<file path="config.mk">
export PLATFORM = sky130hd
export DESIGN_NAME = alu_serial_ctrl_flat
export DESIGN_NICKNAME = d
export VERILOG_FILES = /design/src/rtl/alu_serial_ctrl_if.sv /design/src/rtl/alu_serial_ctrl.sv /design/src/flat_wrapper.sv
export SDC_FILE = /design/constraint.sdc
export NUM_CORES = 1
export LEC_CHECK = 0
export BUFFER_PORTS_ARGS = -buffer_cell sky130_fd_sc_hd__buf_4
export CAP_MARGIN = 20
export CORE_MARGIN = 3
export CORE_UTILIZATION = 52
export DETAILED_ROUTE_END_ITERATION = 10
export HOLD_SLACK_MARGIN = 0.12
export PLACE_DENSITY_LB_ADDON = 0.2
export SYNTH_ARGS = -nofsm -noshare
export SYNTH_HDL_FRONTEND = slang
export SYNTH_SLANG_ARGS = --single-unit
</file>
<file path="constraint.sdc">
create_clock -name clk -period 1.6 [get_ports clk]
set_input_delay 0.24 -clock clk [delete_from_list [all_inputs] [get_ports clk]]
set_output_delay 0.24 -clock clk [all_outputs]
set_load 0.01 [all_outputs]
</file>
<file path="src/rtl/alu_serial_ctrl_if.sv">
// Handshake and slice bus for the bit-serial ALU sequencer.
interface alu_serial_ctrl_if #(
  parameter int unsigned N = 8
);
  // Request channel
  logic         req_valid;
  logic         req_ready;
  logic [N-1:0] req_a;
  logic [N-1:0] req_b;
  logic [1:0]   req_op;
  logic         req_cin;
  // 1-bit slice connection
  logic         alu_a;
  logic         alu_b;
  logic         alu_cin;
  logic [1:0]   alu_s_op;
  logic         alu_z;
  logic         alu_cout;
  // Response channel
  logic         rsp_valid;
  logic         rsp_ready;
  logic [N-1:0] rsp_z;
  logic         rsp_cout;

  // Sequencer side
  modport slave (
    input  req_valid, req_a, req_b, req_op, req_cin,
    input  alu_z, alu_cout, rsp_ready,
    output req_ready, alu_a, alu_b, alu_cin, alu_s_op,
    output rsp_valid, rsp_z, rsp_cout
  );

  // Requester / slice / consumer side
  modport master (
    output req_valid, req_a, req_b, req_op, req_cin,
    output alu_z, alu_cout, rsp_ready,
    input  req_ready, alu_a, alu_b, alu_cin, alu_s_op,
    input  rsp_valid, rsp_z, rsp_cout
  );
endinterface

</file>
<file path="src/rtl/alu_serial_ctrl.sv">
// Bit-serial sequencer: drives one 1-bit ALU slice LSB first to build an
// N-bit result, chaining the slice carry-out back into its carry-in.
module alu_serial_ctrl #(
  parameter int unsigned N = 8
) (
  input  logic               clk,
  input  logic               rst,
  alu_serial_ctrl_if.slave   bus
);

  localparam int unsigned CNT_W = (N > 1) ? $clog2(N) : 1;

  typedef enum logic [1:0] {
    S_IDLE = 2'd0,
    S_RUN  = 2'd1,
    S_DONE = 2'd2
  } state_t;

  state_t           r_state;
  logic [N-1:0]     r_a_sh;
  logic [N-1:0]     r_b_sh;
  logic [N-1:0]     r_z_sh;
  logic             r_carry;
  logic [1:0]       r_op;
  logic [CNT_W-1:0] r_cnt;
  logic             r_req_ready;
  logic             r_rsp_valid;

  logic             w_run;

  // Sequencer state, operand shifters and handshake flags
  always_ff @(posedge clk) begin
    if (rst) begin
      r_state     <= S_IDLE;
      r_a_sh      <= '0;
      r_b_sh      <= '0;
      r_z_sh      <= '0;
      r_carry     <= 1'b0;
      r_op        <= 2'b00;
      r_cnt       <= '0;
      r_req_ready <= 1'b1;
      r_rsp_valid <= 1'b0;
    end else begin
      case (r_state)
        S_IDLE: begin
          if (bus.req_valid) begin
            r_a_sh      <= bus.req_a;
            r_b_sh      <= bus.req_b;
            r_op        <= bus.req_op;
            r_carry     <= bus.req_cin;
            r_cnt       <= '0;
            r_req_ready <= 1'b0;
            r_state     <= S_RUN;
          end
        end
        S_RUN: begin
          r_z_sh  <= {bus.alu_z, r_z_sh[N-1:1]};
          r_carry <= bus.alu_cout;
          r_a_sh  <= r_a_sh >> 1;
          r_b_sh  <= r_b_sh >> 1;
          r_cnt   <= r_cnt + CNT_W'(1);
          if (r_cnt == CNT_W'(N - 1)) begin
            r_rsp_valid <= 1'b1;
            r_state     <= S_DONE;
          end
        end
        S_DONE: begin
          if (bus.rsp_ready) begin
            r_rsp_valid <= 1'b0;
            r_req_ready <= 1'b1;
            r_state     <= S_IDLE;
          end
        end
        default: begin
          r_rsp_valid <= 1'b0;
          r_req_ready <= 1'b1;
          r_state     <= S_IDLE;
        end
      endcase
    end
  end

  // Slice inputs are gated copies of flops so they read 0 outside RUN
  assign w_run        = (r_state == S_RUN);
  assign bus.alu_a    = w_run & r_a_sh[0];
  assign bus.alu_b    = w_run & r_b_sh[0];
  assign bus.alu_cin  = w_run & r_carry;
  assign bus.alu_s_op = w_run ? r_op : 2'b00;

  // Handshake and result come straight from flops; no path from alu_z/alu_cout
  assign bus.req_ready = r_req_ready;
  assign bus.rsp_valid = r_rsp_valid;
  assign bus.rsp_z     = r_z_sh;
  assign bus.rsp_cout  = r_carry;

endmodule

</file>
<file path="src/flat_wrapper.sv">
// flat-port wrapper written by rule: the top's interface ports become plain ports
module alu_serial_ctrl_flat 
#(
  parameter int unsigned N = 8
)
  (clk, rst, bus_req_valid, bus_req_a, bus_req_b, bus_req_op, bus_req_cin, bus_alu_z, bus_alu_cout, bus_rsp_ready, bus_req_ready, bus_alu_a, bus_alu_b, bus_alu_cin, bus_alu_s_op, bus_rsp_valid, bus_rsp_z, bus_rsp_cout);
  alu_serial_ctrl_if #(.N(N)) bus_i ();
  input  logic clk;
  input  logic rst;
  input wire logic [$bits(bus_i.req_valid)-1:0] bus_req_valid;
  input wire logic [$bits(bus_i.req_a)-1:0] bus_req_a;
  input wire logic [$bits(bus_i.req_b)-1:0] bus_req_b;
  input wire logic [$bits(bus_i.req_op)-1:0] bus_req_op;
  input wire logic [$bits(bus_i.req_cin)-1:0] bus_req_cin;
  input wire logic [$bits(bus_i.alu_z)-1:0] bus_alu_z;
  input wire logic [$bits(bus_i.alu_cout)-1:0] bus_alu_cout;
  input wire logic [$bits(bus_i.rsp_ready)-1:0] bus_rsp_ready;
  output wire logic [$bits(bus_i.req_ready)-1:0] bus_req_ready;
  output wire logic [$bits(bus_i.alu_a)-1:0] bus_alu_a;
  output wire logic [$bits(bus_i.alu_b)-1:0] bus_alu_b;
  output wire logic [$bits(bus_i.alu_cin)-1:0] bus_alu_cin;
  output wire logic [$bits(bus_i.alu_s_op)-1:0] bus_alu_s_op;
  output wire logic [$bits(bus_i.rsp_valid)-1:0] bus_rsp_valid;
  output wire logic [$bits(bus_i.rsp_z)-1:0] bus_rsp_z;
  output wire logic [$bits(bus_i.rsp_cout)-1:0] bus_rsp_cout;
  assign bus_i.req_valid = bus_req_valid;
  assign bus_i.req_a = bus_req_a;
  assign bus_i.req_b = bus_req_b;
  assign bus_i.req_op = bus_req_op;
  assign bus_i.req_cin = bus_req_cin;
  assign bus_i.alu_z = bus_alu_z;
  assign bus_i.alu_cout = bus_alu_cout;
  assign bus_i.rsp_ready = bus_rsp_ready;
  assign bus_req_ready = bus_i.req_ready;
  assign bus_alu_a = bus_i.alu_a;
  assign bus_alu_b = bus_i.alu_b;
  assign bus_alu_cin = bus_i.alu_cin;
  assign bus_alu_s_op = bus_i.alu_s_op;
  assign bus_rsp_valid = bus_i.rsp_valid;
  assign bus_rsp_z = bus_i.rsp_z;
  assign bus_rsp_cout = bus_i.rsp_cout;
  alu_serial_ctrl #(.N(N)) u_core (.clk(clk), .rst(rst), .bus(bus_i));
endmodule
</file>
==> impl_metrics.ini <==
[outcome]
outcome = finished clean

[global_routing]
overflow = 0
grt_max_degree = 36
grt_pass1_wl_mm = 5.064
grt.total_usage_pct = 18.41
grt_pass1_vias = 1201
antenna_found_initial = 0

[worst_hold_path]
min_to = u_core.r_op[1]$_SDFFE_PP0P_
hp-class = in -> reg
worstHoldStart = bus_req_op[1]
hold_depth = 3

[clock_network]
cts_tree = done
cts_root_buf = clkbuf_4
hold_buffers = 0
cts_made_buffers = 5
cts_buffer_depth = 2
clk_latency_ns = 0.33
clk_pin_slew_worst_paths_ns = 0.09
h-tree-depth = 2
cts.sinks = 34

[detailed_routing]
dr.pass1.iters = 4
drtAntennaViolNets = 0
drt-met1-wl_mm = 1.250
avgRoutedWirePerCell_um = 13.27
avgViaCountPerCell = 5.397
wl_mm = 3.038
vias = 1236
top_layer = met4
drt-initial-drc-count = 19
drcViolationCount = 0
route.met2.wl_mm = 1.569
dr_wl_met3_um = 160

[critical_path]
start_kind = flip-flop
crit_family = simple AND/OR/NAND/NOR gates
critPathSlowestCell = dfxtp_1
critical_path.endpoint_type = output pin
arrival_ns = 1.21
cp_max_fo = 11
crit_chain = nor2b_4 -> and2_1 -> buf_4
r2r_slack_ns = 0.18
crit_required_ns = 1.36
path_buf_inv = 1
critPathKind = reg -> out
cp_slowest_stage_delay_ns = 0.34
reg2reg_from = u_core.r_state[1]$_SDFFE_PP0P_
r2r-end = u_core.r_b_sh[1]$_SDFFE_PP0P_
ff2ff_path_depth = 5

[yosys]
syn-num-nets = 186
synth-seq-cells = 34
syn_area_sq_mm = 0.001603
synth_commonest_cells = 34 x dfxtp_1, 17 x mux2i_1, 16 x nand2_1
ys.flop_type = dfxtp_1
yosys.area.top_type = dfxtp_1
synth-seq-area-share_pct = 42.47
synth_cells = 159
yosys-top-cells-area = dfxtp_1 42%, a211oi_2 12%, mux2i_1 11%
synth_edf_count = 0
synth_area_per_cell_sq_um = 10.08
synth_most_common_cell = dfxtp_1
ys_warn_count = 0
async_flop_share_pct = 0
ys_types = 29
synth_top_area_share_pct = 42.47

[finish]
fillers = 231
seqCellArea_sq_um = 680.7
multiInputGateArea_sq_um = 812.0
antenna_cells = 0
layout.nets = 225
drive_gt1_share_pct = 41.92
area_delta_synth_final_pct = 20.92
final_cells = 229

[power_and_ir_drop]
worst_ir_drop_vdd_mv = 0.5327
power_leakage_nw = 0.8019
power_density_mw_per_mm2 = 850.6

[sta]
hold_viol_final = 0
whs_ns = 0.1555
period_needed_ns = 1.454
setup_viol = 0
worst_slew_pin_slew_ns = 0.4328
worst_slew_margin_rel_pct = 71.15
slew_viol_final = 0
rsz0062_at_grt = false
timing.final.crit_share_pct = 90.89
fmax_ghz = 0.6877
finalSetupTns_ns = 0
finClkSkew_ns = 0.003321

[floorplanning]
start_util_pct = 56.18
die_x_um = 61.52
design.die.area_sq_mm = 0.003785
core_area_sq_mm = 0.002853
num_rows = 19
die_height_um = 61.52
ios = 41

[place]
dp_cells = 221
io_buffers = 40
gp_congestion = 0.8052
hpwl_mm = 2.192

[run]
maxCapViolCount = 0
[cell type report]
class	instances	area share, %
Multi-Input combinational cell	110	41.90
Sequential cell	34	35.12
Timing Repair Buffer	46	18.46
Clock buffer	7	2.324
Tap cell	31	2.001
Inverter	1	0.1937
[worst min-delay path: cells and delay by family]
family | cells | cell delay (ns)
buffers and inverters | 1 | 0.08
muxes | 1 | 0.06
and+or+nand+nor | 1 | 0.08
[sequential cells by signal, indices dropped and copies added (netlist names)]
signal and flops:
u_core.bus.rsp_cout 1, u_core.r_op 2, u_core.bus.req_ready 1, u_core.bus.rsp_z 8, u_core.bus.rsp_valid 1, u_core.r_cnt 3
u_core.r_b_sh 8, u_core.r_state 2, u_core.r_a_sh 8
[routing by layer]
| metal | vias up | track usage [%] |
|---|---|---|
| met1 | 574 | 20.03 |
| met3 | 6 | 7.757 |
| met2 | 25 | 31.09 |
| li1 | 631 | - |
| met5 | - | 0 |
| met4 | 0 | 8.182 |
[power breakdown]
part	internal (mW)	switching, mW
sequential	0.896	0.0338
combinational	0.151	0.141
clock	0.166	0.261
total	1.21	0.436
[cells in the final DEF (no fill, tap or decap), types with 2 or more instances in the layout]
cell type   n
clkbuf_1    2
a211oi_1    2
nor2_2     14
mux2i_1    17
clkbuf_4    5
a211oi_2   15
a21oi_1    12
nand2_1    16
dfxtp_1    34
o21ai_0     3
a22oi_1     2
ha_1        2
buf_4      45
nor2_1     11
nand3b_1    2
and2_1      5
[cells by family (layout without fill, tap and decap cells)]
logic type,Yosys count,after routing,synth area share (%)
simple gates,53,53,17.10
mux,17,17,10.62
fa+ha+maj,2,2,1.561
buf+inv,15,54,7.337
flops,34,34,42.47
compound gates,38,38,20.92
[per-stage QoR]
step | cell area (sq um) | utilization (%) | total power [mW] | worst slack (ns)
detailed placement | 1878 | 65.83 | 1.240 | 0.1089
CTS | 1931 | 67.68 | 1.670 | 0.07936
global route | 1938 | 67.94 | 1.746 | 0.03187
finish | 1938 | 67.94 | 1.649 | 0.1458
floorplan | 1603 | - | 1.156 | 0.3558
global placement | 1878 | 65.83 | 1.229 | 0.1261
[worst max-delay path by stage]
stage,startpoint,to,depth (start not counted)
2_1_floorplan,u_core.r_state[0]$_SDFFE_PP0P_,bus_alu_a,5
3_5_place_dp,u_core.r_state[0]$_SDFFE_PP0P_,bus_alu_s_op[1],3
3_3_place_gp,u_core.r_state[0]$_SDFFE_PP0P_,bus_alu_a,3
6_report,u_core.r_state[0]$_SDFFE_PP0P_,bus_alu_s_op[1],3
5_1_grt,u_core.r_state[0]$_SDFFE_PP0P_,bus_alu_s_op[1],3
4_1_cts,u_core.r_state[0]$_SDFFE_PP0P_,bus_alu_s_op[1],3
[repair_timing]
item | 4_1_cts | 5_1_grt
gates resized for setup | 2 | 0
setup endpoints to repair | 5 | 3
buffers inserted | 0 | 1
Power figures use the tool's default switching activity.
